==> src/rtl/music_select_if.sv <==
// Key/output bundle of the song-select stage.
// The master drives the raw keys; the slave returns song state.
interface music_select_if #(
  parameter int SONG_W = 2
);
  logic              key_next;
  logic              key_prev;
  logic              key_play;
  logic [SONG_W-1:0] music_reg;
  logic              play_en;
  logic              sel_valid;

  modport master (
    output key_next,
    output key_prev,
    output key_play,
    input  music_reg,
    input  play_en,
    input  sel_valid
  );

  modport slave (
    input  key_next,
    input  key_prev,
    input  key_play,
    output music_reg,
    output play_en,
    output sel_valid
  );
endinterface

==> src/rtl/music_select.sv <==
// Song-select stage: key sync, debounce, press detect,
// song index and play/pause flag, all outputs registered.
module music_select #(
  parameter int DEBOUNCE_CYCLES = 1_000_000,
  parameter int NUM_SONGS       = 4,
  parameter int SONG_W          = 2
) (
  input  logic           clk,
  input  logic           rst,
  music_select_if.slave  bus
);

  localparam int NK    = 3;
  localparam int CNT_W = $clog2(DEBOUNCE_CYCLES);

  localparam logic [CNT_W-1:0] CNT_MAX =
    CNT_W'(DEBOUNCE_CYCLES - 1);
  localparam logic [SONG_W-1:0] LAST =
    SONG_W'(NUM_SONGS - 1);

  // key order: [0]=next [1]=prev [2]=play
  logic [NK-1:0]    raw;
  logic [NK-1:0]    sync1_q;
  logic [NK-1:0]    sync2_q;
  logic [NK-1:0]    stable_q;
  logic [NK-1:0]    stable_d;
  logic [NK-1:0]    stable_dly_q;
  logic [NK-1:0]    press;
  logic [CNT_W-1:0] cnt_q [NK];
  logic [CNT_W-1:0] cnt_d [NK];

  logic [SONG_W-1:0] music_q;
  logic [SONG_W-1:0] music_d;
  logic              play_q;
  logic              play_d;
  logic              sel_q;
  logic              sel_d;
  logic              ev_next;
  logic              ev_prev;

  assign raw = {bus.key_play, bus.key_prev, bus.key_next};

  // two-flop synchroniser; idles released (high) out of reset
  always_ff @(posedge clk) begin
    if (rst) begin
      sync1_q <= '1;
      sync2_q <= '1;
    end else begin
      sync1_q <= raw;
      sync2_q <= sync1_q;
    end
  end

  // debounce: accept a new level after a full run of differing cycles
  always_comb begin
    for (int i = 0; i < NK; i++) begin
      stable_d[i] = stable_q[i];
      cnt_d[i]    = '0;
      if (sync2_q[i] != stable_q[i]) begin
        if (cnt_q[i] == CNT_MAX) begin
          stable_d[i] = sync2_q[i];
        end else begin
          cnt_d[i] = cnt_q[i] + CNT_W'(1);
        end
      end
    end
  end

  // debounce state plus one-cycle delayed level for edge detect
  always_ff @(posedge clk) begin
    if (rst) begin
      stable_q     <= '1;
      stable_dly_q <= '1;
      for (int i = 0; i < NK; i++) begin
        cnt_q[i] <= '0;
      end
    end else begin
      stable_q     <= stable_d;
      stable_dly_q <= stable_q;
      for (int i = 0; i < NK; i++) begin
        cnt_q[i] <= cnt_d[i];
      end
    end
  end

  // press = debounced level falling; release is ignored
  assign press   = stable_dly_q & ~stable_q;
  assign ev_next = press[0] & ~press[1];
  assign ev_prev = press[1] & ~press[0];

  // song index wrap, play toggle and select strobe
  always_comb begin
    music_d = music_q;
    sel_d   = 1'b0;
    play_d  = play_q ^ press[2];
    unique case (1'b1)
      ev_next: begin
        music_d = (music_q >= LAST) ? '0
                                    : music_q + SONG_W'(1);
        sel_d   = 1'b1;
      end
      ev_prev: begin
        music_d = (music_q == '0 || music_q > LAST)
                  ? LAST
                  : music_q - SONG_W'(1);
        sel_d   = 1'b1;
      end
      default: ;
    endcase
  end

  // registered outputs
  always_ff @(posedge clk) begin
    if (rst) begin
      music_q <= '0;
      play_q  <= 1'b0;
      sel_q   <= 1'b0;
    end else begin
      music_q <= music_d;
      play_q  <= play_d;
      sel_q   <= sel_d;
    end
  end

  assign bus.music_reg = music_q;
  assign bus.play_en   = play_q;
  assign bus.sel_valid = sel_q;

endmodule

==> src/flat_wrapper.sv <==
// flat-port wrapper written by rule: the top's interface ports become plain ports
module music_select_flat 
#(
  parameter int DEBOUNCE_CYCLES = 1_000_000,
  parameter int NUM_SONGS       = 4,
  parameter int SONG_W          = 2
)
  (clk, rst, bus_key_next, bus_key_prev, bus_key_play, bus_music_reg, bus_play_en, bus_sel_valid);
  music_select_if #(.SONG_W(SONG_W)) bus_i ();
  input  logic clk;
  input  logic rst;
  input wire logic [$bits(bus_i.key_next)-1:0] bus_key_next;
  input wire logic [$bits(bus_i.key_prev)-1:0] bus_key_prev;
  input wire logic [$bits(bus_i.key_play)-1:0] bus_key_play;
  output wire logic [$bits(bus_i.music_reg)-1:0] bus_music_reg;
  output wire logic [$bits(bus_i.play_en)-1:0] bus_play_en;
  output wire logic [$bits(bus_i.sel_valid)-1:0] bus_sel_valid;
  assign bus_i.key_next = bus_key_next;
  assign bus_i.key_prev = bus_key_prev;
  assign bus_i.key_play = bus_key_play;
  assign bus_music_reg = bus_i.music_reg;
  assign bus_play_en = bus_i.play_en;
  assign bus_sel_valid = bus_i.sel_valid;
  music_select #(.DEBOUNCE_CYCLES(DEBOUNCE_CYCLES), .NUM_SONGS(NUM_SONGS), .SONG_W(SONG_W)) u_core (.clk(clk), .rst(rst), .bus(bus_i));
endmodule
==> config.mk <==
export PLATFORM = sky130hd
export DESIGN_NAME = music_select_flat
export DESIGN_NICKNAME = d
export VERILOG_FILES = /design/src/rtl/music_select_if.sv /design/src/rtl/music_select.sv /design/src/flat_wrapper.sv
export SDC_FILE = /design/constraint.sdc
export NUM_CORES = 1
export LEC_CHECK = 0
export BUFFER_PORTS_ARGS = -buffer_cell sky130_fd_sc_hd__clkbuf_2
export CORE_MARGIN = 4
export CORE_UTILIZATION = 55
export DETAILED_ROUTE_END_ITERATION = 12
export PLACE_DENSITY = 0.74
export SLEW_MARGIN = 40
export SYNTH_ARGS = -nofsm -noshare
export SYNTH_HDL_FRONTEND = slang
export SYNTH_SLANG_ARGS = --single-unit
==> constraint.sdc <==
create_clock -name clk -period 2.1 [get_ports clk]
set_input_delay 0.42 -clock clk [delete_from_list [all_inputs] [get_ports clk]]
set_output_delay 0.42 -clock clk [all_outputs]
set_load 0.005 [all_outputs]
Word level (Yosys, flattened, before mapping)
Memories as Yosys holds them, arrays and structs flattened. Cells that the tools add are included.

Bits in latches: 0. Logic and storage cells: 56. Bits in read-only memories: 0. Input bits: 5. Output and inout port bits: 4. Register bits after elaboration: 16. Memories kept: 1. Bits in writable memories: 60.

Memory list: u_core.cnt_q (depth 3, width 20, read ports 3, clocked after Yosys merged registers in 0, write ports 3, RTL line music_select.sv:29) `logic [CNT_W-1:0] cnt_q [NK];`.

Shifts and indexed selects: 0. Muxes and demuxes: 16. Magnitude comparators: 2. Reductions and logical operators: 7. Bitwise logic cells: 10. Eq/ne operators: 6. Divide/modulo/power cells: 0. $mul: 0. Add/subtract/negate cells: 5.

Operators with widths (number): $mux 20 (9); $add 20x1->20 const B (3); $eq 20x20->1 const B (3); $reduce_and 2->1 (3); $mux 1 (4); $mux 2 (2); $pmux 2 s2 (1); $and 3x3->3 (1); $ne 1x1->1 (3); $not 3->3 (1); $or 1x1->1 (3); $add 2x1->2 const B (1); $and 1x1->1 (2); $ge 2x2->1 const B (1); $gt 2x2->1 const B (1); $logic_not 2->1 (1); $not 1->1 (2); $reduce_bool 2->1 (1); $reduce_or 2->1 (1); $sub 2x1->2 const B (1); $logic_or 1x1->1 (1); $xor 1x1->1 (1).

Depth between registers and ports, before layout
Gate-level depths: netlist (run 1).

Depth after elaboration: 6. Gate-level depth with buffers: 7. Mapped depth without buffers: 5.

Worst setup path after synthesis (run 1)
Ideal clock, no wire load.

Path kind: reg-to-reg. From: mem u_core.cnt_q[0][50] (netlist name). To: mem u_core.cnt_q[0][52] (netlist name). Path slack: 0.177 ns. Arrival: 1.808 ns. Data required time: 1.985 ns. Clock period less this slack: 1.923 ns. Buffers on the path: 1. Library setup time: 0.115 ns. Stages on the path, launching flop included: 6. Cell sequence: dfxtp_1 -> or4b_1 -> or4_4 -> o21ai_4 -> buf_6 -> nor2_1.

RTL lines (RTL line): start, declared (music_select.sv:29).

==> results of run 1 <==
-- what timing repair did --
item / 4_1_cts / 5_1_grt
setup endpoints to repair: 0 / 11
buffers inserted: 0 / 1
hold endpoints to repair: 0 / 0
-- Yosys cell counts, drive strengths merged --
master	instances
dfxtp	76
nor2	54
xnor2	30
nand2	22
inv	18
nand3	15
nand4	15
xor2	15
a21oi	14
nor3	13
o21ai	12
or2	12
or3	9
or4	9
nor4	8
ha	6
clkbuf	5
o31ai	5
and3	4
buf	3
nor4b	3
o211ai	3
and4	2
nand4b	2
nor2b	2
or3b	2
or4b	2
a211oi	1
a221oi	1
nand2b	1
nor3b	1
nor4bb	1
o21a	1
o21ba	1
o311ai	1
o41ai	1
or4bb	1
-- final cells by class --
cell class | instances | area, µm²
sequential | 76 | 1520
multi-input combinational | 270 | 1690
inverter | 18 | 67.6
timing repair buffer | 27 | 195
clock inverter | 7 | 139
tap | 75 | 93.8
fill | 496 | 2050
clock buffer | 9 | 124
-- power by group --
group / total, mW / leakage (nW) / internal [mW] / switching, mW
clock: 1.44 / 0.133 / 0.907 / 0.533
sequential: 1.45 / 0.614 / 1.45 / 0.00374
combinational: 0.0359 / 0.473 / 0.0146 / 0.0213
-- logic make-up (layout without fill, tap and decap cells) --
kind of cell               Yosys count  count (layout)  synth area share [%]
xor gates and xnor gates            45              45                  11.9
adders and majority gates            6               6                  2.27
and+or+nand+nor                    178             178                  29.0
AOI/OAI and AO/OA                   40              41                  7.63
buffers and inverters               26              61                  3.25
DFF                                 76              76                  45.9
-- worst max-delay path, cell delays in order (launching register included) --
cell,delay [ps]
sky130_fd_sc_hd__dfxtp_1,350
sky130_fd_sc_hd__or3b_2,440
sky130_fd_sc_hd__or4_1,580
sky130_fd_sc_hd__o211ai_1,290
sky130_fd_sc_hd__buf_12,190
sky130_fd_sc_hd__nor2_1,60
-- placed cells by master, fill, tap and decap left out, drive strengths merged, types with 3 or more instances in the layout --
master / n
nor4b: 3
clkbuf: 17
o31ai: 5
or3: 9
and3: 4
o21ai: 13
ha: 6
xnor2: 30
or4: 9
nand4: 15
xor2: 15
a21oi: 14
clkinv: 3
nor2: 54
o211ai: 3
inv: 18
or2: 12
buf: 19
nor3: 13
nor4: 8
dfxtp: 76
bufinv: 4
nand2: 22
nand3: 15
-- per-stage QoR --
stage	power [mW]	utilization [%]	area, µm²	hold slack (ps)
2_1_floorplan	1.50	-	3310	389
3_3_place_gp	1.52	60.4	3550	391
3_5_place_dp	1.52	60.4	3550	395
4_1_cts	2.95	64.9	3820	261
5_1_grt	3.04	65.1	3830	257
6_report	2.93	65.1	3830	272
-- routing by layer --
metal	global-route usage, %	wire (µm)
met1	22.9	2920
met5	0	0
met4	10.2	151
met2	31.1	3120
met3	3.17	204
-- final timing paths --
| path | to | depth (start not counted) |
|---|---|---|
| setup / recovery | u_core.cnt_q[0][30] | 5 |
| hold / removal | u_core.sync1_q[2] | 2 |
| setup reg to reg | u_core.cnt_q[0][30] | 5 |
| hold reg to reg | u_core.sync2_q[0] | 1 |
==> results.txt, run 1 <==
* Detailed-route via count: approximately 2600
- Count of input and output buffers: 8
- The final hold violation count was 0.
- Cell row count: 28
* Arrival time at the worst endpoint: approximately 2300 ps
- The first detailed-routing pass took 4 iterations.
* Run status: finished, final reports clean
- The clock reaches the later pin of the worst-skew pair after 340 ps.
* Post-Syn Nets: 382
- For this design, the CTS-stage hold fixing added 0 buffers.
- Mean instance size in the synthesized netlist: just under 9 µm²
- Mapped Area: 3310 µm²
* Synthesis-stage register bit count: 76
- Post-Synthesis Cells: 371
* Non-filler cells, final: 482
- The initial antenna violation count is 0.
- Final Cycle Share: 96.2%
- Routed Antenna Nets: 0
* Worst setup path category: reg2reg
* Portion of synthesized cell area occupied by the leading cell type: 45.9%
- Detail Placement HPWL: 4440 µm
* Diode insertion count for antenna repair: 0
- The most critical setup path has its startpoint at u_core.cnt_q[0][39].
- Largest register FFs: 60
- Post-route DRC violation count: 0
- Cell type with the highest aggregate area in the netlist: sky130_fd_sc_hd__dfxtp_1
- CTS Sinks: 76
* Power Dens Cells: 763 nW/µm²
- Source of the worst register-to-register timing path: u_core.cnt_q[0][39]
- Clock period minus final worst setup slack: 2020 ps
- The startpoint identified for the worst hold timing path is bus_key_play.
- Counting flops per register, the top entry is u_core.cnt_q.
- DRC violation total after the first TritonRoute iteration: 113
- STA classifies the critical path startpoint as a flip-flop.
- Clock buffer count from CTS: 9
- In this run the worst path has a maximum fanout of 20.
- Max-cap violations in this run came to 0.
- Entering global routing, the biggest net connects 21 pins.
* Max Slew Vio Count: 0
* Post-Place Setup Slack: 35.2 ps
- Peak clock frequency supported by timing: 0.495 GHz
- Clock Root Buffer: sky130_fd_sc_hd__clkbuf_8
- Share of synthesized area occupied by flip-flops and latches: ~46%
* Maximum vdd ir drop: 0.472 mV
* Leakage power figure: between 1 and 1.5 nW
- The area growth from synthesis to layout is 15.7%.
- After clock tree synthesis, the clock-pin slew on the worst setup and hold paths is roughly 80 ps.
* Cells taking the most area after synthesis: sky130_fd_sc_hd__dfxtp_1 (46%), sky130_fd_sc_hd__xnor2_1 (7.9%), sky130_fd_sc_hd__nor2_1 (6.1%)
- Dividing the detail-routed via count by the number of cells gives 5.47.
* Die Span Y: approximately 86 µm
- Placer congestion estimate: 0.895
* Post-synthesis cell type count: 42
- After floorplanning, the core was sized to cover between 5000 and 6000 µm².
- The first global-routing pass estimated 11000 µm of wire.
- Including well taps, the total number of placed cells is roughly 460.
- Worst setup slack for register-to-register paths: roughly 80 ps
- After clock tree synthesis, the repair step resized 0 gates.
- The floorplan step defined a die boundary enclosing 7330 µm².
- Worst min path class: in2reg
- Level count of the clock H-tree: 3
- Setup slack on the critical path of the routed design comes to 79.6 ps.
* TritonCTS clock tree: built
- Max Clock Skew: 7.97 ps
- Post-detailed-route wirelength per cell: 13.3 µm
- The routed design has 6390 µm of wire.
- Pin placement for this block handled 9 I/O pins.
- Fraction of layout instances using a drive strength above 1: between 10% and 20%
- Setup violations remaining at the end of the flow were counted as 0.
- Die width: about 86 µm
- For this run, the number of Yosys warnings is 0.
- For this configuration, the core starts out at a cell density of 56.3%.
* Maximum number of buffers from clock root to sink: 2
* Capturing element type of the critical path: flip-flop
- Normalized max-slew margin: 60.5%
- Total global routing overflow: 0
* Worst Tran Pin Value: 587 ps
- Setup repair after global routing left no endpoint under its margin.
* Nets@finish: 413
* Via count of the first global-routing pass: 2498
- At the worst endpoint, the required time is 2340 ps.
* Global-route usage over all layers: a little under a fifth
- In the final timing run, aggregate negative setup slack is 0 ps.
Power figures use the tool's default switching activity.
==> run 2: changes to the inputs <==
--- a/config.mk
+++ b/config.mk
@@ -6,10 +6,9 @@
 export NUM_CORES = 1
 export LEC_CHECK = 0
 export BUFFER_PORTS_ARGS = -buffer_cell sky130_fd_sc_hd__clkbuf_2
-export CORE_MARGIN = 4
 export CORE_UTILIZATION = 55
 export DETAILED_ROUTE_END_ITERATION = 12
-export PLACE_DENSITY = 0.74
+export PLACE_DENSITY_LB_ADDON = 0.15
 export SLEW_MARGIN = 40
 export SYNTH_ARGS = -nofsm -noshare
 export SYNTH_HDL_FRONTEND = slang
==> constraint.sdc (replaced) <==
create_clock -name clk -period 1.75 [get_ports clk]
set_input_delay 0.35 -clock clk [delete_from_list [all_inputs] [get_ports clk]]
set_output_delay 0.35 -clock clk [all_outputs]
set_load 0.005 [all_outputs]
==> run 2 against run 1 <==
Net effect: the flow now finishes with violations (negative setup slack); worst setup slack lost 320 ps; count of clock-buffer cells in the layout grew 3; via count grew 8.3%; non-clock buffer count grew 46; sequential share of layout area shrank 3.5 points; global-route usage grew 5.4 points; die area shrank 14%; flip-flop and latch count is the same; register-to-register slack lost 320 ps.
==> results.txt, run 2 (synthesis gave the netlist of run 1 again) <==
- Capturing element type of the critical path: flip-flop
- The register with the most flip-flops in the layout has 60 of them.
- Proportion of power drawn by combinational gates: ~1.9%
- Counting flops per register, the top entry is u_core.cnt_q.
* Aggregate routed wire length: 7020 µm
- The worst-case IR drop observed on VDD is 0.494 mV.
* Routed vias/inst: around 5.5
* Switching Share: between 10% and 20%
* Leakage power figure: 1.45 nW
- Cts hold-fix bufs: 0
- The worst hold path was traced through 2 stages.
- Count of input and output buffers: 8
* Max Cap Violations: 0
- The number of antenna diodes in the final layout is 0.
* Routed Antenna Nets: 0
- The checks that failed: negative setup slack.
- Worst Tran Pin Value: 455 ps
- Most frequent cells in the layout: sky130_fd_sc_hd__dfxtp_1 (62), sky130_fd_sc_hd__buf_4 (60), sky130_fd_sc_hd__nor2_1 (39), sky130_fd_sc_hd__xnor2_1 (30), sky130_fd_sc_hd__nand2_1 (21)
* Unrepaired setup endpoints after global routing: true
- Clk Latency, worst-skew pair: 330 ps
- Placeable Area: 5640 µm²
* Post-route DRC violation count: 0
* Clock period minus final worst setup slack: 1990 ps
- Data on the critical path arrives at its endpoint at 2210 ps.
- The post-route netlist has 31.6% of its cells at a drive strength greater than 1.
- DRC violation total after the first TritonRoute iteration: 108
* Post-detailed-route wirelength per cell: approximately 13 µm
- Worst setup path category: reg2reg
- Starting density of the core: 58.7%
* Worst-path clk slew: 70 ps
* First-pass GRT wire length: 12000 µm
- In the finished design, the share of the clock period the worst path needs comes to 114%.
- Detailed placement ended at an HPWL of ~4800 µm.
* Cells along the critical path: or4b_1 > or4_4 > o21ai_4 > buf_12 > nor2_1
- # setup viols final: 40
- The initialized floorplan defines 27 standard-cell rows.
* CTS Sinks: 76
* Maximum fanout along the worst path: 14
* Peak clock frequency supported by timing: approximately 0.5 GHz
* Maximum number of buffers from clock root to sink: 2
- The analysis attributes to net switching a power of 0.608 mW.
* Via count of the first global-routing pass: 2852
- Non-filler cells, final: 522
* Synth-to-layout area growth: 28.5%
- Busiest grt layer: met2
- The initial antenna violation count came to 0.
* Cell family with the largest share of critical-path delay: simple AND/OR/NAND/NOR gates
- Total global routing overflow: 0
- Final setup slack of the worst path: -240 ps
* TritonCTS clock tree: built
* Total count of hold-check failures in the final report: 0
- Detailed-router iteration count before antenna repair: 4
- Global routing used 41.3% of the available met2 tracks.
* Number of primary I/O pins: 9
* Count of placed standard cells including taps: about 500
- The floorplan step set the die width to 79.6 µm.
* Clock buffer count from CTS: 9
- Global routing met3 resource utilization: 4.69%
- STA puts the critical path data required time at 1970 ps.
- The routed layout has between 2000 and 3000 vias.
* Path length in cells of the critical path: 5
- Measured against its own limit, the worst slew margin works out to roughly 69%.
* Depth of the worst register-to-register path: 5
* Nets@finish: 458
* Delay contributed by the slowest stage of the critical path: 590 ps
* Number of buffers and inverters on the critical path: 1
- Critical path launch point type: flip-flop
* Global-route usage over all layers: 24.1%
- The congestion estimate from routability-driven global placement came to 0.851.
* Level count of the clock H-tree: 3
- The cell sitting at the root of the clock tree is a sky130_fd_sc_hd__clkbuf_8.
- Run status: finished with violations
* PnR Total Power: a little over 3 mW
- The die covers 6340 µm².
- Global Route met1 Usage: between 20% and 30%
- For the final database, setup skew stands at about 8.6 ps.
- Die Span Y: 79.6 µm
- Worst min path class: in2reg
* Leading cell type in the layout, fill and taps excluded: sky130_fd_sc_hd__dfxtp_1
- The slowest stage of the critical path is the sky130_fd_sc_hd__or4_4 cell.
- Pin count of the biggest net entering global routing: 17
- Seq pwr share: 56.3%
- The final number of max-transition violations is 0.
* Fraction of power consumed by the clock network: 41.8%
- Dividing total power by cell area gives a power density of slightly above 700 nW/µm².
- Cell internal power was estimated by the tool at 2.48 mW.
==> run 2: layout make-up <==
class	count	area, µm²
clock buffer	12	155
clock inverter	2	35.0
fill	406	1380
inverter	18	67.6
multi-input combinational	269	1790
sequential	76	1540
tap	72	90.1
timing repair buffer	73	577
==> run 2: path summary, 6_finish.rpt <==
path	startpoint	end	slack [ps]
max	u_core.cnt_q[0][46]	u_core.cnt_q[0][42]	-240
min	bus_key_prev	u_core.sync1_q[1]	190
max reg2reg	u_core.cnt_q[0][46]	u_core.cnt_q[0][42]	-240
min reg2reg	u_core.sync1_q[2]	u_core.sync2_q[2]	410
==> run 2: per-layer routing <==
layer / up-vias / routed length, µm
li1: 1448 / -
met1: 1345 / 3230
met2: 44 / 3440
met3: 18 / 188
met4: 0 / 153
met5: - / 0
==> run 2: power by group through the flow <==
| stage | clock network (mW) | logic, mW | registers [mW] |
|---|---|---|---|
| 2_1_floorplan | 0 | 0.0255 | 1.78 |
| 3_3_place_gp | 0 | 0.0433 | 1.78 |
| 3_5_place_dp | 0 | 0.0445 | 1.78 |
| 4_1_cts | 1.33 | 0.0519 | 1.74 |
| 5_1_grt | 1.40 | 0.0658 | 1.74 |
| 6_report | 1.29 | 0.0593 | 1.74 |
==> run 2: per-stage QoR <==
step                setup TNS (ps)  cell area, µm²  setup slack (ps)  hold slack (ps)  utilization, %
CTS                          -6140            4130              -189              182            73.2
global route                 -8530            4260              -296              178            75.5
finish                       -6470            4260              -240              194            75.5
detailed placement           -6380            3850              -180              394            68.2
global placement             -4260            3850              -145              390            68.2
floorplan                    -2200            3350              -171              389               -
==> run 2: what timing repair did <==
item / 4_1_cts / 5_1_grt
gates cloned: 2 / 1
pin swaps: 4 / 13
hold endpoints to repair: 0 / 0
buffers inserted: 6 / 4
resized for setup: 14 / 32
setup endpoints to repair: 42 / 45
==> run 3: changes to the inputs <==
--- a/config.mk
+++ b/config.mk
@@ -7,8 +7,10 @@
 export LEC_CHECK = 0
 export BUFFER_PORTS_ARGS = -buffer_cell sky130_fd_sc_hd__clkbuf_2
 export CORE_UTILIZATION = 55
+export CTS_CLUSTER_DIAMETER = 120
 export DETAILED_ROUTE_END_ITERATION = 12
 export PLACE_DENSITY_LB_ADDON = 0.15
+export REMOVE_ABC_BUFFERS = 1
 export SLEW_MARGIN = 40
 export SYNTH_ARGS = -nofsm -noshare
 export SYNTH_HDL_FRONTEND = slang
==> constraint.sdc (replaced) <==
create_clock -name clk -period 1.75 [get_ports clk]
set_input_delay 0.35 -clock clk [delete_from_list [all_inputs] [get_ports clk]]
set_output_delay 0.35 -clock clk [all_outputs]
set_load 0.01 [all_outputs]
==> run 3 against run 2 <==
Net effect: the flow still finishes with violations (negative setup slack); clock power fell by 3%; largest cell class unchanged; die area did not move; register-to-register slack improved by 20 ps; via count rose by 2.1%; clock skew rose by 3.3 ps; total power fell by 1.2%.
==> results.txt, run 3 (synthesis gave the netlist of run 1 again) <==
- Clock latency on the worst-skew pair, taken at its later pin, is 340 ps.
* Count of input and output buffers: 8
* Clock Root Buffer: sky130_fd_sc_hd__clkbuf_8
- The final hold violation count was 0.
- Cell area after placement: around 3900 µm²
- Fraction of layout instances using a drive strength above 1: 34.6%
* Min-Delay Path Depth: 2
- Source of the worst hold timing path: bus_key_prev
- The completed layout was analyzed and its total power is 3.06 mW.
* Post-route cell area: 4320 µm²
- For flop-to-flop paths, the worst setup slack is -220 ps.
* DRC violation total after the first TritonRoute iteration: 121
- The worst hold path belongs to the class in2reg.
* Routed vias/inst: 5.51
* Final setup slack of the worst path: -222 ps
* Final core utilization: between 70% and 80%
- The number of clock buffers added by TritonCTS is 9.
- First-pass GRT wire length: 12300 µm
* Level count of the clock H-tree: 3
- Detailed-router iteration count before antenna repair: 5
- Leakage power figure: 1.46 nW
- Across the VDD grid, the largest voltage drop is 0.638 mV.
- Total global routing overflow: 0
- Via count of the first global-routing pass: 2812
- Maximum fanout along the worst path: 6
- Dividing the detail-routed wire length by the instance count gives 14.0 µm.
- Detail Placement HPWL: roughly 5000 µm
- The tool flagged a number of max-cap violations equal to 0.
* Most frequent cells in the layout: sky130_fd_sc_hd__buf_4 (67), sky130_fd_sc_hd__dfxtp_1 (59), sky130_fd_sc_hd__nor2_1 (37), sky130_fd_sc_hd__xnor2_1 (30), sky130_fd_sc_hd__nand2_1 (21)
- Cell row count: 27
- The initial antenna violation count came to 0.
- The routed layout has 2915 vias.
- The floorplan step defined a die boundary enclosing approximately 6300 µm².
- Run status: finished with violations
* Placeable Area: between 5000 and 6000 µm²
* # setup viols final: 40
* Die Span Y: 79.6 µm
- For this run, the total global-route usage over all layers was measured as 25.1%.
- The initial utilization of the core area, before any placement, comes to about three fifths.
- The worst path in the final design needs a cycle of 1970 ps, including I/O delays and setup.
- The worst setup path is captured at a flip-flop.
* Critical path launch point type: flip-flop
* Depth of the worst register-to-register path: 5
- In the final design database the tool counted roughly 470 nets.
* Number of primary I/O pins: 9
- The tightest hold path in the finished design has a slack of 193 ps.
- For this run, design rule violations remaining after detail routing come to 0.
- Worst setup path category: reg2reg
* CTS Sinks: 76
- Aggregate routed wire length: 7380 µm
- Entering global routing, the biggest net connects 14 pins.
- In this run the power density over the cells is 707 nW/µm².
- Placer congestion estimate: ~0.87
- Area occupied by registers: 1550 µm²
* Max Slew Vio Count: 0
* Number of fillers in the final layout: between 300 and 400
- Largest register FFs: 60
* Normalized max-slew margin: 72.1%
* Worst Tran Pin Value: 413 ps
- From left edge to right edge, the die measures 79.6 µm.
- For the final database, setup skew stands at 11.9 ps.
- Timing analysis after detailed placement gives a worst setup slack of -264 ps.
- The repair_antennas step left the layout with diodes totalling 0.
- Setup repair after global routing could not meet its margin everywhere.
- The most critical setup path has its startpoint at u_core.cnt_q[0][50].
* TritonCTS clock tree: built
- Routed Antenna Nets: 0
- The library cell used most frequently in the layout, excluding fill and tap cells, is sky130_fd_sc_hd__buf_4.
- STA puts the critical path data required time at 1970 ps.
* Synth-to-layout area growth: 30.4%
* Peak clock frequency supported by timing: slightly above 0.5 GHz
* Maximum number of buffers from clock root to sink: 2
* Register with the highest flop count: u_core.cnt_q
* Failing checks: negative setup slack
- The multi-input combinational cells in the finished layout cover a total of 1830 µm².
* Worst-path clk slew: around 70 ps
* Source of the worst register-to-register timing path: u_core.cnt_q[0][50]
* Arrival time at the worst endpoint: 2190 ps
- Final Cycle Share: 113%
[run 3: cell type report]
class	instances	area share, %
Tap cell	72	2.09
Sequential cell	76	35.8
Timing Repair Buffer	80	14.3
Multi-Input combinational cell	269	42.3
Clock inverter	3	0.927
Inverter	18	1.56
Clock buffer	11	3.04
[run 3: layer usage]
| layer | track usage [%] | share of wire (%) |
|---|---|---|
| met1 | 31.3 | 47 |
| met2 | 41.7 | 48 |
| met3 | 5.49 | 3.0 |
| met4 | 10.5 | 2.0 |
| met5 | 0 | 0 |
[run 3: worst paths after layout]
path                         endpoint
setup / recovery  u_core.cnt_q[0][59]
hold / removal      u_core.sync1_q[1]
setup reg to reg  u_core.cnt_q[0][59]
hold reg to reg     u_core.sync2_q[0]
[run 3: what timing repair did]
action                                  CTS  global route
hold buffers                              0             0
buffers inserted                          3             2
gates cloned                              3             0
endpoints found under the setup margin   45            45
resized for setup                        31            36
pin swaps                                15             5
endpoints found under the hold margin     0             0
[run 3: where the power goes]
part           internal, mW  total [mW]  switching [mW]
Clock                 0.641        1.25           0.614
Sequential             1.73        1.74         0.00484
Combinational        0.0284      0.0615          0.0330
[run 3: critical path, stage by stage, from the launching register on]
cell and delay [ps]:
sky130_fd_sc_hd__dfxtp_2 310, sky130_fd_sc_hd__or4b_1 530, sky130_fd_sc_hd__or4_4 570, sky130_fd_sc_hd__o21ai_4 230
sky130_fd_sc_hd__buf_4 180, sky130_fd_sc_hd__a21oi_1 40
[run 3: per-stage QoR]
step,TNS (ps),instances
3_3_place_gp,-7490,507
4_1_cts,-4770,527
2_1_floorplan,-16320,363
5_1_grt,-7280,529
6_report,-5380,529
3_5_place_dp,-8830,507
